File: config.mk
export PLATFORM = sky130hd
export DESIGN_NAME = key_debounce_ctrl
export DESIGN_NICKNAME = d
export VERILOG_FILES = /design/src/rtl/key_debounce_ctrl.sv
export SDC_FILE = /design/constraint.sdc
export NUM_CORES = 1
export LEC_CHECK = 0
export BUFFER_PORTS_ARGS = -buffer_cell sky130_fd_sc_hd__buf_2
export CAP_MARGIN = 10
export CORE_AREA = 2 2 124 175
export DETAILED_ROUTE_END_ITERATION = 10
export DIE_AREA = 0 0 126 177
export PLACE_DENSITY = 0.8
export RECOVER_POWER = 25
export SYNTH_ARGS = -nofsm -noshare
export SYNTH_HDL_FRONTEND = slang
export SYNTH_SLANG_ARGS = --single-unit
File: constraint.sdc
create_clock -name CLK_50M -period 12.9 [get_ports CLK_50M]
set_input_delay 3.87 -clock CLK_50M [delete_from_list [all_inputs] [get_ports CLK_50M]]
set_output_delay 3.87 -clock CLK_50M [all_outputs]
set_load 0.03 [all_outputs]
File: src/rtl/key_debounce_ctrl.sv
// Four independent debouncers for active-low board keys: debounced level per key
// plus registered press, release and long-press pulses.
module key_debounce_ctrl #(
  parameter logic [26:0] DEBOUNCE_CYCLES = 27'd1_000_000,
  parameter logic [26:0] LONG_CYCLES     = 27'd50_000_000
) (
  input  logic       CLK_50M,
  input  logic       RST,
  input  logic [3:0] KEY,
  output logic [3:0] KEY_STATE,
  output logic [3:0] KEY_PRESS,
  output logic [3:0] KEY_RELEASE,
  output logic [3:0] KEY_LONG
);

  typedef enum logic [1:0] {
    IDLE     = 2'd0,
    PRESS_DB = 2'd1,
    HELD     = 2'd2,
    REL_DB   = 2'd3
  } key_state_t;

  localparam logic [26:0] DB_LAST   = DEBOUNCE_CYCLES - 27'd1;
  localparam logic [26:0] LONG_LAST = LONG_CYCLES - 27'd1;

  logic [3:0] sync1;
  logic [3:0] sync2;
  logic [3:0] ks;

  // Synchronizer flops reset to 1 so every key reads as released.
  // NOTE: sequential state uses non-blocking assignments so each flop samples pre-edge values.
  always_ff @(posedge CLK_50M or posedge RST) begin
    if (RST) begin
      sync1 <= 4'hF;
      sync2 <= 4'hF;
    end else begin
      sync1 <= KEY;
      sync2 <= sync1;
    end
  end

  assign ks = ~sync2;

  for (genvar i = 0; i < 4; i++) begin : g_key
    key_state_t  state_q, state_d;
    logic [26:0] dcnt_q, dcnt_d;
    logic [26:0] hcnt_q, hcnt_d;
    logic        press_q, press_d;
    logic        release_q, release_d;
    logic        long_q, long_d;

    // NOTE: async reset clears counters and pulse flops too, so an abort never emits a stale pulse.
    always_ff @(posedge CLK_50M or posedge RST) begin
      if (RST) begin
        state_q   <= IDLE;
        dcnt_q    <= '0;
        hcnt_q    <= '0;
        press_q   <= 1'b0;
        release_q <= 1'b0;
        long_q    <= 1'b0;
      end else begin
        state_q   <= state_d;
        dcnt_q    <= dcnt_d;
        hcnt_q    <= hcnt_d;
        press_q   <= press_d;
        release_q <= release_d;
        long_q    <= long_d;
      end
    end

    // NOTE: every output of this block gets a default first, so no path can infer a latch.
    always_comb begin
      state_d   = state_q;
      dcnt_d    = dcnt_q;
      hcnt_d    = hcnt_q;
      press_d   = 1'b0;
      release_d = 1'b0;
      long_d    = 1'b0;
      unique case (state_q)
        IDLE: begin
          if (ks[i]) begin
            state_d = PRESS_DB;
            dcnt_d  = '0;
          end
        end
        PRESS_DB: begin
          if (!ks[i]) begin
            state_d = IDLE;
            dcnt_d  = '0;
          end else if (dcnt_q == DB_LAST) begin
            state_d = HELD;
            dcnt_d  = '0;
            hcnt_d  = '0;
            press_d = 1'b1;
          end else begin
            dcnt_d = dcnt_q + 27'd1;
          end
        end
        HELD: begin
          if (!ks[i]) begin
            state_d = REL_DB;
            dcnt_d  = '0;
          end else if (hcnt_q != LONG_CYCLES) begin
            // Saturation at LONG_CYCLES guarantees a single long pulse per press.
            hcnt_d = hcnt_q + 27'd1;
            long_d = (hcnt_q == LONG_LAST);
          end
        end
        REL_DB: begin
          // hcnt is left untouched here so a bounce resumes the hold count.
          if (ks[i]) begin
            state_d = HELD;
          end else if (dcnt_q == DB_LAST) begin
            state_d   = IDLE;
            dcnt_d    = '0;
            release_d = 1'b1;
          end else begin
            dcnt_d = dcnt_q + 27'd1;
          end
        end
        default: state_d = IDLE;
      endcase
    end

    assign KEY_STATE[i]   = (state_q == HELD) || (state_q == REL_DB);
    assign KEY_PRESS[i]   = press_q;
    assign KEY_RELEASE[i] = release_q;
    assign KEY_LONG[i]    = long_q;
  end

endmodule

### After elaboration in Yosys (flattened, before gate mapping)

Cells that the tools add are included.

* output and inout port bits: 16
* memories kept: 0
* bits in latches: 0
* bits in registers: 244
* logic and storage cells: 223
* bits of input ports: 6
* memory bits (read-only): 0
* bits in writable memories: 0

* magnitude comparators: 0
* add/subtract/negate cells: 8
* reductions and logical operators: 24
* shift operators: 0
* eq/ne operators: 60
* bitwise operators: 1
* div/mod/pow operators: 0
* $mul: 0
* muxes and demuxes: 104

Operator list (count)
* two-way mux 27 bit: 36
* case mux 27 bit (4 select lines): 4
* adder 27 x 1 -> 27 bit (second input constant): 8
* case mux 27 bit (2 select lines): 4
* equality test 27 x 20 -> 1 bit (second input constant): 4
* equality test 27 x 26 -> 1 bit (second input constant): 4
* != test 27 x 26 -> 1 bit (second input constant): 4
* != test 2 bit (second input constant): 28
* two-way mux 2 bit: 24
* two-way mux 1 bit: 32
* case mux 2 bit (4 select lines): 4
* != test 3 bit (second input constant): 8
* AND reduction 5 bit: 4
* equality test 2 bit (second input constant): 8
* AND reduction 4 bit: 4
* AND reduction 3 bit: 4
* equality test 2 x 1 -> 1 bit (second input constant): 4
* logical NOT 2 bit: 4
* nonzero test 2 bit: 4
* logical OR 1 bit: 4
* inverter 4 bit: 1

### Logic depth before layout (Yosys ltp)

Gate-level depths: netlist (run 1).

* depth after elaboration: 4
* depth in mapped cells: 9
* gate-level depth less buffers: 7

### Worst setup path after synthesis (run 1)

Ideal clock, no wire load.

* path kind: register to output
* start: register (tool-made name)
* end: output port KEY_STATE[3]
* arrival time: 913 ps
* cell stages (with the launch flop): 3
* path slack: 8117 ps
* path buffers: 2
* data required time: 9030 ps
* cell sequence: dfrtp_1 clkbuf_1 clkbuf_1

RTL lines
* end: declaration: RTL line 10 `output logic [3:0] KEY_STATE,`

==> results of run 1 <==
[power by group through the flow]
stage	registers, mW	logic [mW]	clock network, mW
6_report	0.783	0.0409	0.719
5_1_grt	0.784	0.0473	0.766
4_1_cts	0.783	0.0427	0.736
3_5_place_dp	0.797	0.0424	0
3_3_place_gp	0.797	0.0411	0
2_1_floorplan	0.793	0.0335	0
[placed cells by master (no fill, tap or decap), drive strengths merged, types with 8 or more instances in the layout]
| master | instances |
|---|---|
| mux2i | 16 |
| inv | 36 |
| nand4 | 74 |
| xnor2 | 75 |
| nor3b | 11 |
| and3 | 29 |
| xor2 | 70 |
| o21a | 8 |
| or3 | 16 |
| nor2 | 186 |
| ha | 12 |
| clkbuf | 41 |
| dfrtp | 236 |
| nand3 | 87 |
| buf | 28 |
| nor3 | 51 |
| o21ai | 28 |
| a31oi | 13 |
| a22o | 10 |
| nor4b | 13 |
| nand2b | 31 |
| and4 | 26 |
| or4 | 19 |
| and2 | 11 |
| nand2 | 95 |
| nor4 | 50 |
| o31ai | 12 |
| a21oi | 45 |
| dfstp | 8 |
[layout make-up]
cell class	instances	area (um^2)	share of cell area
sequential	244	6120	0.434
clock buffer	37	731	0.0519
timing repair buffer	32	170	0.0121
tap	260	325	0.0231
inverter	36	143	0.0101
multi-input combinational	1054	6510	0.462
clock inverter	7	87.6	0.00622
[path summary, 6_finish.rpt]
kind	start	to	slack, ns	cells after the start
min in group asynchronous	RST	g_key[3].hcnt_q[5]$_DFFE_PP0P_	3.45	2
min reg2reg	sync1[0]$_DFF_PP1_	sync2[0]$_DFF_PP1_	0.36	0
max reg2reg	g_key[0].dcnt_q[1]$_DFFE_PP0P_	g_key[0].hcnt_q[1]$_DFFE_PP0P_	9.91	6
min	sync1[0]$_DFF_PP1_	sync2[0]$_DFF_PP1_	0.36	0
max in group asynchronous	RST	g_key[2].hcnt_q[18]$_DFFE_PP0P_	7.97	3
max	flip-flop	KEY_STATE[2]	7.68	1
[cells by family after synthesis]
group / share of synthesized area
flip-flops: 0.468
multiplexers: 0.0157
AO/OA/AOI/OAI: 0.0702
AND/OR/NAND/NOR: 0.303
buffers and inverters: 0.0342
adder cells (fa/ha/maj): 0.0115
XOR/XNOR: 0.0972
[per-stage QoR]
step / area [um^2] / hold slack [ns] / utilization / power [mW] / cells
floorplan: 13100 / 0.345 / - / 0.827 / 1402
global placement: 13300 / 0.346 / 0.638 / 0.838 / 1624
detailed placement: 13300 / 0.347 / 0.638 / 0.839 / 1624
CTS: 14100 / 0.356 / 0.677 / 1.56 / 1668
global route: 14100 / 0.363 / 0.677 / 1.60 / 1670
finish: 14100 / 0.357 / 0.677 / 1.54 / 1670
[registers in the layout, indices dropped and copies added (netlist names), named ones only]
register / count
g_key.press_q: 4
g_key.hcnt_q: 108
g_key.dcnt_q: 108
g_key.state_q: 4
sync2: 4
g_key.long_q: 4
g_key.release_q: 4
sync1: 4
[metal layers]
layer  share of wire  global-route usage
met1            0.43               0.320
met2            0.51               0.429
met3           0.036              0.0278
met4           0.023              0.0668
met5               0                   0
[synthesized netlist by cell type (5+ instances only)]
library cell    n
nor2_1        186
a22o_1         10
nand4b_1        5
mux2i_1        16
o31ai_1        12
buf_4          13
and2_1         11
dfrtp_1       236
nor4b_1        13
or4_1          18
nand3_1        87
and3_1         29
xnor2_1        75
dfstp_2         8
ha_1           12
nor4_2          6
a31oi_1        13
a21oi_1        45
nor4bb_1        6
nor3_1         51
buf_2           6
nor3b_1        10
and4_1         26
or3_1          16
nor2b_1         6
nand2b_1       31
o21ai_0        24
clkbuf_1       48
nand4_1        74
nand2_1        95
nor4_1         44
inv_1          36
o21a_1          8
xor2_1         70
==> impl_metrics.yaml, run 1 <==
sta:
  tns_ns: 0
  period_share: 0.405
  clock_skew_ns: 0.0125
  layout_min_cycle_time_ns: 5.22
  fmax_mhz: 192
  rsz0062_at_grt: "no"
  worst_slack_ns: 7.68
  tightest_slew_ns: 1.75
  worst_slew_margin_rel: -0.182
  timing.final.max_slew_violations: 16
  hold_viol: 0
  setup_viol: 0
logic_synthesis:
  synthCells: 1402
  yosys-top-cells-area: "dfrtp_1, nor2_1, xnor2_1"
  ys_seq_area_frac: 0.468
  syn-num-nets: 1420
  synthFlopType: "dfrtp_1"
  syn_area_mm2: 0.0131
  ys_warn_count: 0
  yosys.area.top_type: "dfrtp_1"
  async_reset_ff_frac: 1.00
  synth_top_area_frac: 0.452
  ys_ff_latch: 244
  synth.avg_cell_area_um2: 9.32
  synth-edff-count: 0
  ys_types: 63
global_routing:
  antenna_found_initial: 0
  grtUsageTotal: 0.243
  grt.overflow.total: 0
  grt_pass1_vias: 10073
  grt_max_degree: 97
  grt_pass1_wl_um: 46700
setup_path:
  critPathMaxStageDelay_ns: 0.56
  path_cells: "buf_2"
  cp-end-kind: "output pin"
  path_class: "flip-flop to output pin"
  worst_ep_required_time_ns: 9.03
  worstPathArrival_ns: 1.35
  crit_slowest_cell: "dfrtp_1"
  path_buf_inv: 1
  start_kind: "flip-flop"
  cp_top_family: "flip-flops"
  crit_fanout: 14
clocking:
  post_cts_resized: 0
  cts_setup_buffers: 0
  h-tree-depth: 1
  cts.sinks: 244
  postCtsHoldBufs: 0
  numCtsBuffers: 25
  insertion_delay_ns: 0.52
  cts_buffer_depth: 3
  path_clk_slew_ns: 0.06
  cts_tree: "done"
  cts_root_buf: "clkbuf_16"
power_and_ir_drop:
  p_comb_frac: 0.026
  swShare: 0.214
  p_leak_nw: 5.78
  seq_power_share: 0.507
  power_switching_uw: 331
  p_clk_frac: 0.466
  peakVddDrop_uv: 113
  power_density_mw_per_mm2: 110
  internal_power_mw: 1.21
floorplan:
  die_h_um: 177
  die_w_um: 126
  core-area_mm2: 0.0208
  num_rows: 63
  ioPinCount: 22
  dieArea_mm2: 0.0223
  initial_core_util: 0.628
outcome:
  violations: "capacitance limit, slew limit"
  status: "complete, but fails checks"
layout:
  antenna_cells: 0
  fill_cells: 1663
  nNetsFinal: 1411
  drive_gt1_frac: 0.0681
  area_growth_pct: 7.73
route:
  dr_total_vias: 10299
  ant_nets: 0
  drt_wl_total_um: 26700
  drc: 0
  viasPerCell: 6.17
  drt_iter0_drc: 812
  dr.pass1.iters: 5
  routedWlPerCell_um: 16.0
placed_design:
  place_congestion: 0.871
  dpl_worst_slack_ns: 7.39
  dp_hpwl_um: 17600
  io_buffers: 21
run:
  cap_violations: 1
hold_path:
  hold_class: "flip-flop to flip-flop"
(Power assumes the default switching activity.)
==> inputs of run 2 (changes only) <==
clock period = 5.5 ns   (was 12.9 ns; I/O delays follow)
==> run 2 against run 1 <==
  * The flow still finishes with violations (capacitance limit, slew limit)
  * Clock skew hardly changed
  * Global-route usage is 0.84 points higher
  * Final cell count stayed put
  * Sequential power is 130% higher
  * Register-to-register slack worse by 7.4 ns
  * Non-clock buffer count is 1 higher
  * Clock power is 150% higher
  * Critical path type unchanged
==> impl_metrics.yaml, run 2 (synthesized netlist as in run 1, its figures left out) <==
sta:
  timing.final.max_slew_violations: 16
  period_share: 0.547
  setup_viol: 0
  rsz0062_at_grt: "no"
  tns_ns: 0
  hold_ws_ns: 0.356
  tightest_slew_ns: 1.81
  layout_min_cycle_time_ns: 3.01
  fmax_mhz: 332
  hold_viol: 0
  clock_skew_ns: 0.0124
  worst_slew_margin_rel: -0.222
  worst_slack_ns: 2.49
power_and_ir_drop:
  power_density_mw_per_mm2: 262
  p_leak_nw: 5.82
  peakVddDrop_uv: 289
clocking:
  cts_tree: "done"
  cts_setup_buffers: 0
  numCtsBuffers: 25
  cts_buffer_depth: 3
  path_clk_slew_ns: 0.06
  cts.sinks: 244
  postCtsHoldBufs: 0
  h-tree-depth: 1
  insertion_delay_ns: 0.52
  cts_root_buf: "clkbuf_16"
  post_cts_resized: 0
route:
  dr.pass1.iters: 5
  drt_wl_total_um: 27800
  drc: 0
  dr_total_vias: 10385
  routedWlPerCell_um: 16.6
  drt_iter0_drc: 782
  viasPerCell: 6.22
  ant_nets: 0
placed_design:
  dp_cells: 1626
  dpl_worst_slack_ns: 2.67
  dp_hpwl_um: 18500
  detailed_place.area_mm2: 0.0133
  io_buffers: 21
  place_congestion: 0.871
floorplan:
  die_h_um: 177
  die_w_um: 126
  dieArea_mm2: 0.0223
  ioPinCount: 22
  initial_core_util: 0.628
  num_rows: 63
  core-area_mm2: 0.0208
global_routing:
  grt_pass1_vias: 10421
  antenna_found_initial: 0
  grt.overflow.total: 0
  grt_pass1_wl_um: 48000
  grtUsageTotal: 0.252
  grt_max_degree: 99
setup_path:
  cp_top_family: "flip-flops"
  critPathMaxStageDelay_ns: 0.55
  crit_fanout: 14
  cp-end-kind: "output pin"
  path_buf_inv: 1
  worst_ep_required_time_ns: 3.85
  path_class: "flip-flop to output pin"
  crit_slowest_cell: "dfrtp_1"
  start_kind: "flip-flop"
  path_cells: "buf_2"
  reg2reg_slack_ns: 2.56
  worstPathArrival_ns: 1.36
outcome:
  status: "complete, but fails checks"
  violations: "capacitance limit, slew limit"
layout:
  drive_gt1_frac: 0.0716
  antenna_cells: 0
  reg.largest.list: "g_key.dcnt_q (108), g_key.hcnt_q (108)"
  final_common_cell: "dfrtp_1"
  design_area_mm2: 0.0141
  area_growth_pct: 8.25
  nNetsFinal: 1412
  layout.cells.most_common_list: "dfrtp_1, nor2_1, nand2_1"
  layoutNonFillerInstCount: 1670
run:
  cap_violations: 1
hold_path:
  hold_class: "flip-flop to flip-flop"
==> run 2: metrics by stage <==
step | total power, mW | util
global route | 3.84 | 0.680
global placement | 1.97 | 0.639
detailed placement | 1.97 | 0.639
CTS | 3.75 | 0.680
finish | 3.71 | 0.680
floorplan | 1.94 | -
==> run 2: report_power, final <==
part	switching [mW]	internal, mW	leakage (nW)	total [mW]
Sequential	0.0232	1.81	3.37	1.84
Combinational	0.0726	0.0266	2.03	0.0992
Clock	0.705	1.07	0.425	1.78
==> run 2: worst register-to-register path, stage by stage, from the launching register on <==
cell and delay [ns]:
dfstp_1 0.64, nand2b_1 0.18, o21ai_0 1.41, nor4_1 0.27
xnor2_1 0.25, nor2_1 0.05
==> run 2: area by class of cell <==
| cell class | count | area (um^2) |
|---|---|---|
| multi-input cells | 1054 | 6510 |
| flip-flops and latches | 244 | 6120 |
| inverters | 36 | 136 |
| fillers | 1674 | 6660 |
| well taps | 260 | 325 |
| clock buffers | 32 | 692 |
| clock inverters | 11 | 159 |
| repair buffers | 33 | 213 |
==> run 2: worst paths after layout <==
check | from | end | depth (start not counted)
worst min-delay path | sync1[0]$_DFF_PP1_ | sync2[0]$_DFF_PP1_ | 0
min in group asynchronous | RST | g_key[1].hcnt_q[11]$_DFFE_PP0P_ | 2
max in group asynchronous | RST | sync1[1]$_DFF_PP1_ | 3
worst min register to register | sync1[0]$_DFF_PP1_ | sync2[0]$_DFF_PP1_ | 0
worst max register to register | sync2[1]$_DFF_PP1_ | g_key[1].dcnt_q[13]$_DFFE_PP0P_ | 5
worst max-delay path | flip-flop | KEY_STATE[2] | 1
==> run 2: metal layers <==
metal,track usage,routed length (um)
met1,0.309,11500
met5,0,0
met2,0.459,14600
met3,0.0302,996
met4,0.0838,660
